$ cat config.mk
export PLATFORM = sky130hd
export DESIGN_NAME = pyramid_ctrl_flat
export DESIGN_NICKNAME = d
export VERILOG_FILES = /design/src/rtl/pyramid_ctrl_if.sv /design/src/rtl/pyramid_ctrl.sv /design/src/flat_wrapper.sv
export SDC_FILE = /design/constraint.sdc
export NUM_CORES = 1
export LEC_CHECK = 0
export ABC_AREA = 1
export CAP_MARGIN = 0
export CORE_UTILIZATION = 40
export CTS_CLUSTER_DIAMETER = 80
export DETAILED_ROUTE_END_ITERATION = 7
export GPL_ROUTABILITY_DRIVEN = 0
export PLACE_DENSITY_LB_ADDON = 0.2
export RECOVER_POWER = 100
export SETUP_SLACK_MARGIN = 0.15
export SLEW_MARGIN = 20
export SYNTH_ARGS = -nofsm -noshare
export SYNTH_HDL_FRONTEND = slang
export SYNTH_SLANG_ARGS = --single-unit
$ cat constraint.sdc
create_clock -name up_i -period 3.4 [get_ports up_i]
set_input_delay 0.68 -clock up_i [delete_from_list [all_inputs] [get_ports up_i]]
set_output_delay 0.68 -clock up_i [all_outputs]
set_load 0.005 [all_outputs]
$ cat src/rtl/pyramid_ctrl_if.sv
// rtl/pyramid_ctrl_if.sv - control/status bundle between the pyramid sequencer and its users
interface pyramid_ctrl_if #(
    parameter int WIDTH = 4
);
    logic             enable;
    logic             start;
    logic [WIDTH-1:0] top;
    logic             abort;
    logic             busy;
    logic [WIDTH-1:0] out;
    logic [WIDTH-1:0] ramp_top;
    logic             pulse1;
    logic             pulse2;

    modport master (
        output enable, start, top, abort,
        input  busy, out, ramp_top, pulse1, pulse2
    );

    modport slave (
        input  enable, start, top, abort,
        output busy, out, ramp_top, pulse1, pulse2
    );
endinterface

$ cat src/rtl/pyramid_ctrl.sv
// rtl/pyramid_ctrl.sv - pyramid count sequencer (ramps 0..N, 0..N-1, ... 0), falling-edge clocked
// Optional back-to-back reload without an IDLE cycle: define PYRAMID_CTRL_RELOAD_EN.
module pyramid_ctrl #(
    parameter int WIDTH = 4
) (
    input  logic          up_i,
    input  logic          reset_i,
    pyramid_ctrl_if.slave bus
);
    typedef enum logic {
        IDLE,
        RUN
    } state_e;

    state_e           state_q, state_d;
    logic [WIDTH-1:0] out_q, out_d;
    logic [WIDTH-1:0] ramp_top_q, ramp_top_d;
    logic             busy_q, busy_d;
    logic             pulse1_q, pulse1_d;
    logic             pulse2_q, pulse2_d;

    always_ff @(negedge up_i) begin
        if (reset_i) begin
            state_q    <= IDLE;
            out_q      <= '0;
            ramp_top_q <= '0;
            busy_q     <= 1'b0;
            pulse1_q   <= 1'b0;
            pulse2_q   <= 1'b0;
        end else begin
            state_q    <= state_d;
            out_q      <= out_d;
            ramp_top_q <= ramp_top_d;
            busy_q     <= busy_d;
            pulse1_q   <= pulse1_d;
            pulse2_q   <= pulse2_d;
        end
    end

    always_comb begin
        state_d    = state_q;
        out_d      = out_q;
        ramp_top_d = ramp_top_q;
        busy_d     = busy_q;
        pulse1_d   = 1'b0;
        pulse2_d   = 1'b0;

        unique case (state_q)
            IDLE: begin
                if (bus.start && bus.enable && !bus.abort) begin
                    state_d    = RUN;
                    ramp_top_d = bus.top;
                    out_d      = '0;
                    busy_d     = 1'b1;
                end
            end
            RUN: begin
                if (bus.abort) begin
                    state_d    = IDLE;
                    out_d      = '0;
                    ramp_top_d = '0;
                    busy_d     = 1'b0;
                end else if (bus.enable) begin
                    if (out_q < ramp_top_q) begin
                        out_d = out_q + WIDTH'(1);
                    end else if (ramp_top_q != '0) begin
                        pulse1_d   = 1'b1;
                        out_d      = '0;
                        ramp_top_d = ramp_top_q - WIDTH'(1);
                    end else begin
                        pulse1_d = 1'b1;
                        pulse2_d = 1'b1;
`ifdef PYRAMID_CTRL_RELOAD_EN
                        // abort is already known low here, so a held start chains straight in
                        if (bus.start) begin
                            ramp_top_d = bus.top;
                            out_d      = '0;
                        end else begin
                            busy_d  = 1'b0;
                            state_d = IDLE;
                        end
`else
                        busy_d  = 1'b0;
                        state_d = IDLE;
`endif
                    end
                end
            end
            default: state_d = IDLE;
        endcase
    end

    assign bus.busy     = busy_q;
    assign bus.out      = out_q;
    assign bus.ramp_top = ramp_top_q;
    assign bus.pulse1   = pulse1_q;
    assign bus.pulse2   = pulse2_q;
endmodule

$ cat src/flat_wrapper.sv
// flat-port wrapper written by rule: the top's interface ports become plain ports
module pyramid_ctrl_flat 
#(
    parameter int WIDTH = 4
)
  (up_i, reset_i, bus_enable, bus_start, bus_top, bus_abort, bus_busy, bus_out, bus_ramp_top, bus_pulse1, bus_pulse2);
  pyramid_ctrl_if #(.WIDTH(WIDTH)) bus_i ();
  input  logic up_i;
  input  logic reset_i;
  input wire logic [$bits(bus_i.enable)-1:0] bus_enable;
  input wire logic [$bits(bus_i.start)-1:0] bus_start;
  input wire logic [$bits(bus_i.top)-1:0] bus_top;
  input wire logic [$bits(bus_i.abort)-1:0] bus_abort;
  output wire logic [$bits(bus_i.busy)-1:0] bus_busy;
  output wire logic [$bits(bus_i.out)-1:0] bus_out;
  output wire logic [$bits(bus_i.ramp_top)-1:0] bus_ramp_top;
  output wire logic [$bits(bus_i.pulse1)-1:0] bus_pulse1;
  output wire logic [$bits(bus_i.pulse2)-1:0] bus_pulse2;
  assign bus_i.enable = bus_enable;
  assign bus_i.start = bus_start;
  assign bus_i.top = bus_top;
  assign bus_i.abort = bus_abort;
  assign bus_busy = bus_i.busy;
  assign bus_out = bus_i.out;
  assign bus_ramp_top = bus_i.ramp_top;
  assign bus_pulse1 = bus_i.pulse1;
  assign bus_pulse2 = bus_i.pulse2;
  pyramid_ctrl #(.WIDTH(WIDTH)) u_core (.up_i(up_i), .reset_i(reset_i), .bus(bus_i));
endmodule
==> results.py <==
metrics = {
    "run_status": {
        "status": "finished, final reports clean",
    },
    "layout": {
        "diodes": 0,
        "syn2layout_area_growth_pct": 47.6,
        "final_area_um2": 1120,
        "seq_area_um2": 243,
        "drive_above_1_share_pct": 23.5,
        "nNetsFinal": 185,
        "multi_input_area_um2": 459,
        "nFillCells": 182,
    },
    "routing": {
        "vias": 885,
        "vias_per_cell": 4.54,
        "drt_wl_total_um": 1880,
        "drc": 0,
        "wl_per_cell_um": 9.64,
        "ant_nets": 0,
        "drtPass1Iterations": 4,
        "drt-initial-drc-count": 24,
    },
    "clock_tree": {
        "cts_hold_repair.buffers": 0,
        "clk_path_buf_depth": 2,
        "clock_latency_ns": 0.35,
        "cts_root_buf": "clkbuf_4",
        "clk_pin_slew_ns": 0.03,
        "cts_tree": "done",
        "clkSinkCount": 12,
        "numCtsBuffers": 3,
        "htree_levels": 1,
    },
    "floorplanning": {
        "die_area_um2": 2080,
        "initial_core_util_pct": 43.5,
        "row_count": 15,
        "ios": 20,
        "die_w_um": 45.6,
        "die_y_um": 45.6,
        "coreArea_um2": 1750,
    },
    "power_and_ir_drop": {
        "power_switching_uw": 168,
        "power_frac_seq_pct": 35.9,
        "power_density_nw_per_um2": 391,
        "comb_power_share_pct": 29.3,
        "p_sw_share_pct": 38.4,
        "power.internal_uw": 270,
        "peakVddDrop_v": 0.000182,
        "p_leak_nw": 0.643,
        "clkPwrFrac_pct": 34.9,
    },
    "global_routing": {
        "grt.total_usage_pct": 21.3,
        "grt_max_degree": 10,
        "grt_overflow": 0,
        "grt_pass1_vias": 820,
        "antenna_found_initial": 0,
        "grt_pass1_wl_um": 3150,
    },
    "synth": {
        "ys_seq_area_share_pct": 31.6,
        "synthFlopType": "dfxtp_1",
        "async_flop_share_pct": 0,
        "synth_edf_count": 0,
        "synth_cell_types": 21,
        "ys_ff_latch": 12,
        "ys_warn_count": 0,
        "avgSynthCellArea_um2": 6.28,
        "yosysMostFrequentCell": "nand2_1",
        "ys_top_cells_by_count": "29 x nand2_1, 26 x nor2_1, 17 x inv_1, 12 x dfxtp_1, 6 x nand3_1",
        "netlist_instances": 121,
        "synth_top_area_share_pct": 31.6,
        "syn_nets": 135,
        "synth_top_area_cell": "dfxtp_1",
        "netlist_area_um2": 759,
        "netlist_top_cells_area": "dfxtp_1 32%, nand2_1 14%, nor2_1 13%",
    },
    "timing": {
        "slew_viol_final": 0,
        "hold_viol_final": 0,
        "setup_viol": 0,
        "finClkSkew_ns": 0.0149,
        "tns_ns": 0,
        "worst_pin_slew_ns": 0.280,
        "slew_headroom_pct": 81.2,
        "grt_setup_unrepaired": "false",
    },
    "min_path": {
        "hold_path.class": "flip-flop to flip-flop",
    },
    "place": {
        "dpl.hpwl_um": 1310,
        "io_buffers": 19,
        "placed_area_um2": 1050,
    },
    "worst_setup_path": {
        "startpoint_type": "input port",
        "critPathMaxFanout": 9,
        "endpoint_kind": "flip-flop",
        "path_class": "input port to flip-flop",
        "cp.required_ns": 1.93,
        "cp.arrival_ns": 1.70,
        "r2r_slack_ns": 1.67,
    },
    "run": {
        "max_cap_viol_count": 0,
    },
}
[state kept, by name (all words and copies together) (netlist names)]
signal	cells
u_core.bus.pulse2	1
u_core.bus.busy	1
u_core.state_q	1
u_core.bus.ramp_top	4
u_core.bus.pulse1	1
u_core.bus.out	4
[critical path, stage by stage]
cell	delay [ns]
dlygate4sd3_1	0.56
clkinv_1	0.26
nand2_1	0.16
nor2_1	0.05
[placed cells by master (no fill, tap or decap), types with 2 or more instances in the layout]
cell              n
a21oi_1           4
buf_2             7
buf_4            14
clkbuf_1          4
clkbuf_4          3
clkdlybuf4s50_1   4
dfxtp_1          10
dfxtp_2           2
dlygate4sd2_1     3
ha_1              5
inv_1            27
inv_2             5
nand2_1          29
nand2_4           2
nand3_1           6
nor2_1           26
nor2_4            2
o21ai_0           4
[path summary, 6_finish.rpt]
check / start / endpoint / cells past startpoint
worst max-delay path: reset_i / u_core.bus.out[0] / 4
worst min-delay path: u_core.bus.busy / u_core.bus.busy / 4
worst max register to register: u_core.bus.ramp_top[3] / u_core.bus.out[0] / 10
worst min register to register: u_core.bus.busy / u_core.bus.busy / 4
[logic make-up (layout without fill, tap and decap cells)]
logic type	Yosys count	in the layout	share of synthesized area [%]
xor gates and xnor gates	2	2	2.31
adders and majority gates	5	5	8.24
and+or+nand+nor	70	70	39.5
AOI/OAI and AO/OA	10	10	7.41
buffers and inverters	22	71	10.9
DFF	12	12	31.6
[layout make-up]
type,instances,area share (%)
multi-input combinational,87,41.0
clock buffer,3,2.01
clock inverter,13,4.46
sequential,12,21.7
inverter,21,7.03
tap,25,2.79
timing repair buffer,34,21.1
[power groups by stage]
stage          Clock, mW  Sequential, mW  Combinational, mW
4_1_cts            0.160           0.158              0.129
3_5_place_dp      0.0235           0.161              0.121
3_3_place_gp      0.0235           0.160              0.120
2_1_floorplan     0.0235           0.163             0.0670
6_report           0.153           0.157              0.128
5_1_grt            0.182           0.157              0.147
[layer usage]
layer  global-route usage [%]  vias to the layer above  routed length [µm]
met2                     35.7                       28                 935
met3                     9.13                        2                 128
met4                     10.3                        0                  14
met1                     22.6                      385                 800
met5                        0                        -                   0
li1                         -                      470                   -
[through the flow]
step	util [%]	cells	hold WS (ns)	setup WS, ns	power, mW
after floorplan	-	121	0.500	0.252	0.254
after global placement	60.1	174	0.506	-0.284	0.304
after detailed placement	60.1	174	0.508	-0.337	0.305
after CTS	66.5	193	0.537	0.151	0.447
after global routing	64.2	195	0.586	0.155	0.486
final	64.2	195	0.537	0.224	0.438
[repair_timing]
item                       4_1_cts  5_1_grt
resized for setup               49        7
setup endpoints to repair       21        7
pin swaps                        5        0
setup buffers                    4        2
No activity file was read; power rests on OpenSTA's default activity.
